===== src/rtl/mbinit_sb_responder.sv =====
// mbinit_sb_responder: partner-side MBINIT sideband responder; define MBINIT_REVERSAL_EN to support the REVERSALMB substate
package mbinit_sb_pkg;
  typedef enum logic [4:0] {
    NOP,
    PARAM_CONFIG_REQ, PARAM_CONFIG_RESP,
    CAL_DONE_REQ, CAL_DONE_RESP,
    REPAIRCLK_INIT_REQ, REPAIRCLK_INIT_RESP,
    REPAIRCLK_RESULT_REQ, REPAIRCLK_RESULT_RESP,
    REPAIRCLK_DONE_REQ, REPAIRCLK_DONE_RESP,
    REPAIRVAL_INIT_REQ, REPAIRVAL_INIT_RESP,
    REPAIRVAL_RESULT_REQ, REPAIRVAL_RESULT_RESP,
    REPAIRVAL_DONE_REQ, REPAIRVAL_DONE_RESP,
    REVERSALMB_INIT_REQ, REVERSALMB_INIT_RESP,
    REVERSALMB_CLEAR_ERROR_REQ, REVERSALMB_CLEAR_ERROR_RESP,
    REVERSALMB_RESULT_REQ, REVERSALMB_RESULT_RESP,
    REVERSALMB_DONE_REQ, REVERSALMB_DONE_RESP,
    REPAIRMB_START_REQ, REPAIRMB_START_RESP,
    REPAIRMB_END_REQ, REPAIRMB_END_RESP
  } SB_msg_t;
endpackage

module mbinit_sb_responder
  import mbinit_sb_pkg::*;
#(
  parameter logic [3:0] LOCAL_MAX_RATE = 4'd5,
  parameter int TIMEOUT_CYCLES = 800000
) (
  input  logic        clk_100MHz,
  input  logic        reset_n,
  input  logic        enable_i,
  input  SB_msg_t     SB_RX_msg_i,
  input  logic [63:0] SB_RX_dataBus_i,
  output logic        SB_RX_msg_req_o,
  input  logic        SB_RX_msg_valid_i,
  output SB_msg_t     SB_TX_msg_o,
  output logic [63:0] SB_TX_dataBus_o,
  output logic        SB_TX_msg_valid_o,
  input  logic        SB_TX_msg_sendNextFlag_i,
  input  logic [2:0]  clk_result_i,
  input  logic        val_result_i,
  input  logic [15:0] data_result_i,
  output logic [2:0]  substate_o,
  output logic        responder_done_o,
  output logic        error_o,
  output logic        reset_state_timeout_counter_o
);
  localparam int CW = $clog2(TIMEOUT_CYCLES + 1);
  typedef enum logic [2:0] {IDLE, WAIT_REQ, DECODE, SEND, DONE, ERROR} state_t;
  state_t state, state_nxt;
  logic [2:0] sub, sub_nxt, sub_step;
  SB_msg_t rx_msg, tx_msg, resp_msg;
  logic [63:0] rx_data, tx_data, resp_data;
  logic [CW-1:0] cnt;
  logic [3:0] rate;
  logic accept, legal, advance, timeout;
  assign accept = state == WAIT_REQ && SB_RX_msg_valid_i;
  assign timeout = cnt == CW'(TIMEOUT_CYCLES - 1);
  assign rate = rx_data[3:0] > LOCAL_MAX_RATE ? LOCAL_MAX_RATE : rx_data[3:0];
  assign resp_msg = SB_msg_t'(rx_msg + 5'd1);
  assign resp_data = rx_msg == PARAM_CONFIG_REQ      ? {rx_data[63:4], rate} :
                     rx_msg == REPAIRCLK_RESULT_REQ  ? {61'd0, clk_result_i} :
                     rx_msg == REPAIRVAL_RESULT_REQ  ? {63'd0, val_result_i} :
                     rx_msg == REVERSALMB_RESULT_REQ ? {48'd0, data_result_i} : 64'd0;
  assign advance = tx_msg inside {PARAM_CONFIG_RESP, CAL_DONE_RESP, REPAIRCLK_DONE_RESP,
                                  REPAIRVAL_DONE_RESP, REVERSALMB_DONE_RESP};
`ifdef MBINIT_REVERSAL_EN
  assign sub_step = sub + 3'd1;
`else
  assign sub_step = sub == 3'd3 ? 3'd5 : sub + 3'd1;
`endif
  assign SB_RX_msg_req_o = state == WAIT_REQ;
  assign SB_TX_msg_valid_o = state == SEND;
  assign SB_TX_msg_o = state == SEND ? tx_msg : NOP;
  assign SB_TX_dataBus_o = state == SEND ? tx_data : 64'd0;
  assign responder_done_o = state == DONE;
  assign error_o = state == ERROR;
  assign reset_state_timeout_counter_o = state == DECODE;
  assign substate_o = sub;
  // request legality: INIT/RESULT repeat freely inside their substate, only the matching substate's requests are accepted
  always_comb begin
    legal = 1'b0;
    case (sub)
      3'd0: legal = rx_msg == PARAM_CONFIG_REQ;
      3'd1: legal = rx_msg == CAL_DONE_REQ;
      3'd2: legal = rx_msg inside {REPAIRCLK_INIT_REQ, REPAIRCLK_RESULT_REQ, REPAIRCLK_DONE_REQ};
      3'd3: legal = rx_msg inside {REPAIRVAL_INIT_REQ, REPAIRVAL_RESULT_REQ, REPAIRVAL_DONE_REQ};
`ifdef MBINIT_REVERSAL_EN
      3'd4: legal = rx_msg inside {REVERSALMB_INIT_REQ, REVERSALMB_CLEAR_ERROR_REQ,
                                   REVERSALMB_RESULT_REQ, REVERSALMB_DONE_REQ};
`endif
      3'd5: legal = rx_msg inside {REPAIRMB_START_REQ, REPAIRMB_END_REQ};
      default: legal = 1'b0;
    endcase
  end
  // next state and substate; dropping enable restarts the whole MBINIT exchange
  always_comb begin
    state_nxt = state;
    sub_nxt = sub;
    if (!enable_i) begin
      state_nxt = IDLE;
      sub_nxt = 3'd0;
    end else begin
      case (state)
        IDLE:     state_nxt = WAIT_REQ;
        WAIT_REQ: state_nxt = accept ? DECODE : timeout ? ERROR : WAIT_REQ;
        DECODE:   state_nxt = legal ? SEND : ERROR;
        SEND:
          if (SB_TX_msg_sendNextFlag_i) begin
            state_nxt = tx_msg == REPAIRMB_END_RESP ? DONE : WAIT_REQ;
            sub_nxt = advance ? sub_step : sub;
          end
        default:  state_nxt = state;
      endcase
    end
  end
  // state and substate registers
  always_ff @(posedge clk_100MHz or negedge reset_n)
    if (!reset_n) begin
      state <= IDLE;
      sub <= 3'd0;
    end else begin
      state <= state_nxt;
      sub <= sub_nxt;
    end
  // request capture, response build at DECODE (result inputs sampled here), and idle-wait counter
  always_ff @(posedge clk_100MHz or negedge reset_n)
    if (!reset_n) begin
      rx_msg <= NOP;
      rx_data <= 64'd0;
      tx_msg <= NOP;
      tx_data <= 64'd0;
      cnt <= '0;
    end else begin
      if (accept) begin
        rx_msg <= SB_RX_msg_i;
        rx_data <= SB_RX_dataBus_i;
      end
      if (state == DECODE) begin
        tx_msg <= resp_msg;
        tx_data <= resp_data;
      end
      cnt <= state == WAIT_REQ && !accept ? cnt + CW'(1) : '0;
    end
endmodule

===== config.mk =====
export PLATFORM = sky130hd
export DESIGN_NAME = mbinit_sb_responder
export DESIGN_NICKNAME = d
export VERILOG_FILES = /design/src/rtl/mbinit_sb_responder.sv
export SDC_FILE = /design/constraint.sdc
export NUM_CORES = 1
export LEC_CHECK = 0
export BUFFER_PORTS_ARGS = -buffer_cell sky130_fd_sc_hd__buf_2
export CAP_MARGIN = 5
export CORE_MARGIN = 2
export CORE_UTILIZATION = 54
export CTS_CLUSTER_DIAMETER = 100
export CTS_CLUSTER_SIZE = 40
export DETAILED_ROUTE_END_ITERATION = 10
export PLACE_DENSITY = 0.88
export SLEW_MARGIN = 20
export SYNTH_ARGS = -nofsm -noshare
export SYNTH_HDL_FRONTEND = slang
export SYNTH_SLANG_ARGS = --single-unit

===== constraint.sdc =====
create_clock -name clk_100MHz -period 2.2 [get_ports clk_100MHz]
set_clock_uncertainty 0.1 [all_clocks]
set_input_delay 0.22 -clock clk_100MHz [delete_from_list [all_inputs] [get_ports clk_100MHz]]
set_output_delay 0.22 -clock clk_100MHz [all_outputs]
set_load 0.02 [all_outputs]

==> results.cfg <==
[clock_network]
cts-root-buf = clkbuf_16
path_clk_slew_ps = 60
postCtsSetupBuffers = 0
cts.sinks = 164
htree_levels = 4
cts_buffer_depth = 2
cts_tree = built
clock_latency_ps = 420
cts_made_buffers = 17

[synth]
synthFlopType = dfrtp_1
synth.area.mux_share_pct = 10.5
netlist_area_mm2 = 0.00730
synth_xor_area_share_pct = 2.28
yosys.area.top_type = dfrtp_1
yosys_warnings = 0
syn_nets = 711
synth_cell_types = 55
synthTopCellsByArea = dfrtp_1 56%, mux2_2 10%, and2_1 6.0%
synth_top_family_by_area = simple AND/OR/NAND/NOR gates
postSynthAreaPerCell_um2 = 12.0
synthAdderAreaFrac_pct = 1.54
yosys.area_share.simple_pct = 15.2
synth_compound_area_share_pct = 10.8
netlist_instances = 608
ys_async_sr_fraction_pct = 100
synth_edf_count = 0
yosys_register_bits = 164
ys_seq_area_share_pct = 56.2
yosysMostFrequentCell = dfrtp_1
netlist_top_cells_count = 164 x dfrtp_1, 70 x and2_1, 67 x mux2_2
synth_top_area_share_pct = 56.2

[critical_path]
start_kind = register
critPathArrivalTime_ps = 1810
r2r_slack_ps = 150
required_ps = 1880
timing_worst_setup_path_type = reg2out
end_kind = output pin
cp_max_fo = 35

[place]
io_buffers = 170
pre_cts_slack_ps = 158
dp_hpwl_um = 10700
dp.cells = 931
place_congestion = 0.853

[timing]
worst_pin_slew_ps = 614
slew_headroom_pct = 58.0
layout_setup_ws_ps = 67.0
whs_ps = 27.9
tns_ps = 0
hold_viol_final = 0
fin_crit_sh_pct = 97.0
rsz0062_at_grt = no
max_clock_freq_mhz = 469
finalSetupViolations = 0
drv_slew = 0
fin_crit_ps = 2130

[floorplan]
die_width_um = 120
io_pins = 171
initial_core_util_pct = 55.1
num_rows = 42
die_area_mm2 = 0.0145
design.core.area_mm2 = 0.0132
die_h_um = 120

[detailed_routing]
dr.first_iter.drc_count = 411
drc = 0
routed_wl_um = 19500
drt-pass1-iter-count = 5
viasPerCell = 5.64
detail-route-antenna-nets = 0
num_vias = 5929
wire_per_inst_um = 18.5

[final_layout]
fill_cells = 836
multi_input_area_mm2 = 0.00296
syn_to_final_growth_pct = 34.7
fin_cells = 1052
register_area_mm2 = 0.00411
drive_above_1_share_pct = 34.6
final_nets = 963

[job]
max-cap-violations = 0

[grt]
grt_pass1_wl_um = 31000
grt_max_degree = 74
antenna_found_initial = 2
track_usage_pct = 27.6
overflow = 0
grt_pass1_vias = 6127

[pwr]
total_power_w = 0.00803
peakVddDrop_v = 0.000695
powerDensity_mw_per_mm2 = 816
p_leak_nw = 4.71

[worst_hold_path]
worstHoldPathType = in2reg

[outcome]
status = completed
## layout by cell type, fill, tap and decap left out, types with 4 or more instances in the layout
master / Yosys / layout
a21oi_1: 7 / 7
a221oi_1: 13 / 13
a22o_1: 49 / 49
and2_1: 70 / 69
and3_1: 5 / 4
buf_12: 0 / 6
buf_2: 7 / 167
buf_4: 9 / 10
clkbuf_16: 0 / 18
clkbuf_8: 1 / 5
dfrtp_1: 164 / 163
dlygate4sd3_1: 0 / 85
ha_1: 9 / 9
inv_1: 10 / 10
mux2_2: 67 / 67
nand2_1: 26 / 26
nand3_1: 10 / 9
nand4_1: 5 / 5
nor2_1: 52 / 52
nor3_1: 7 / 7
o21ai_0: 19 / 19
xnor2_1: 9 / 9
xor2_1: 10 / 10
## metal layers
layer	up-vias	GRT usage (%)	share of wire [%]
met2	261	45.8	49
met5	-	0	0
met1	2956	35.0	42
met3	56	6.32	5.7
li1	2656	-	-
met4	0	11.8	3.1
## repair_timing
item                                    in CTS  in global routing
endpoints found under the setup margin       1                 69
cloned                                       0                  1
gates resized for setup                      1                  3
endpoints found under the hold margin      129                  0
hold buffers                                85                  0
## critical path, cell delays in order, from the launching register on
cell and delay [ps]:
dfrtp_1 420, inv_2 140, and3_4 260, clkbuf_16 230, and2_1 150, buf_2 170
## layout make-up
cell class / count / area share (%)
inverters: 11 / 0.420
multi-input cells: 396 / 30.0
well taps: 176 / 2.24
clock inverters: 10 / 0.992
clock buffers: 22 / 5.02
diodes: 3 / 0.0763
flip-flops and latches: 164 / 41.7
repair buffers: 270 / 19.5
## final timing paths
| kind | start | endpoint | cells after the start |
|---|---|---|---|
| worst max-delay path | state[2]$_DFFE_PN0P_ | SB_TX_dataBus_o[15] | 5 |
| worst max register to register | rx_msg[1]$_DFFE_PN0P_ | tx_data[55]$_DFFE_PN0P_ | 6 |
| worst min register to register | cnt[0]$_DFF_PN0_ | cnt[0]$_DFF_PN0_ | 1 |
| min in group asynchronous | reset_n | rx_data[54]$_DFFE_PN0P_ | 2 |
| max in group asynchronous | reset_n | state[1]$_DFFE_PN0P_ | 3 |
| worst min-delay path | data_result_i[2] | tx_data[2]$_DFFE_PN0P_ | 3 |
## logic make-up (layout without fill, tap and decap cells)
group	count (synthesis)	count (layout)
simple gates	198	198
flops	164	164
fa+ha+maj	9	9
compound gates	102	102
buf+inv	48	313
other cells	0	3
xor+xnor	19	19
mux	68	68
## state kept, by name, summed over array words and instances, names as in the netlist
register    cells
tx_msg          5
state           3
tx_data        64
rx_data        64
cnt            20
rx_msg          5
substate_o      3
## per-stage QoR
step | instance area (um^2) | utilization, %
finish | 9840 | 74.3
global route | 9840 | 74.3
CTS | 9800 | 74.0
detailed placement | 8360 | 63.1
global placement | 8360 | 63.1
floorplan | 7300 | -
## where the power goes
group | internal, W | switching, W
clock | 0.00171 | 0.00119
combinational | 0.000676 | 0.000535
sequential | 0.00353 | 0.000383
(Power assumes the default switching activity.)
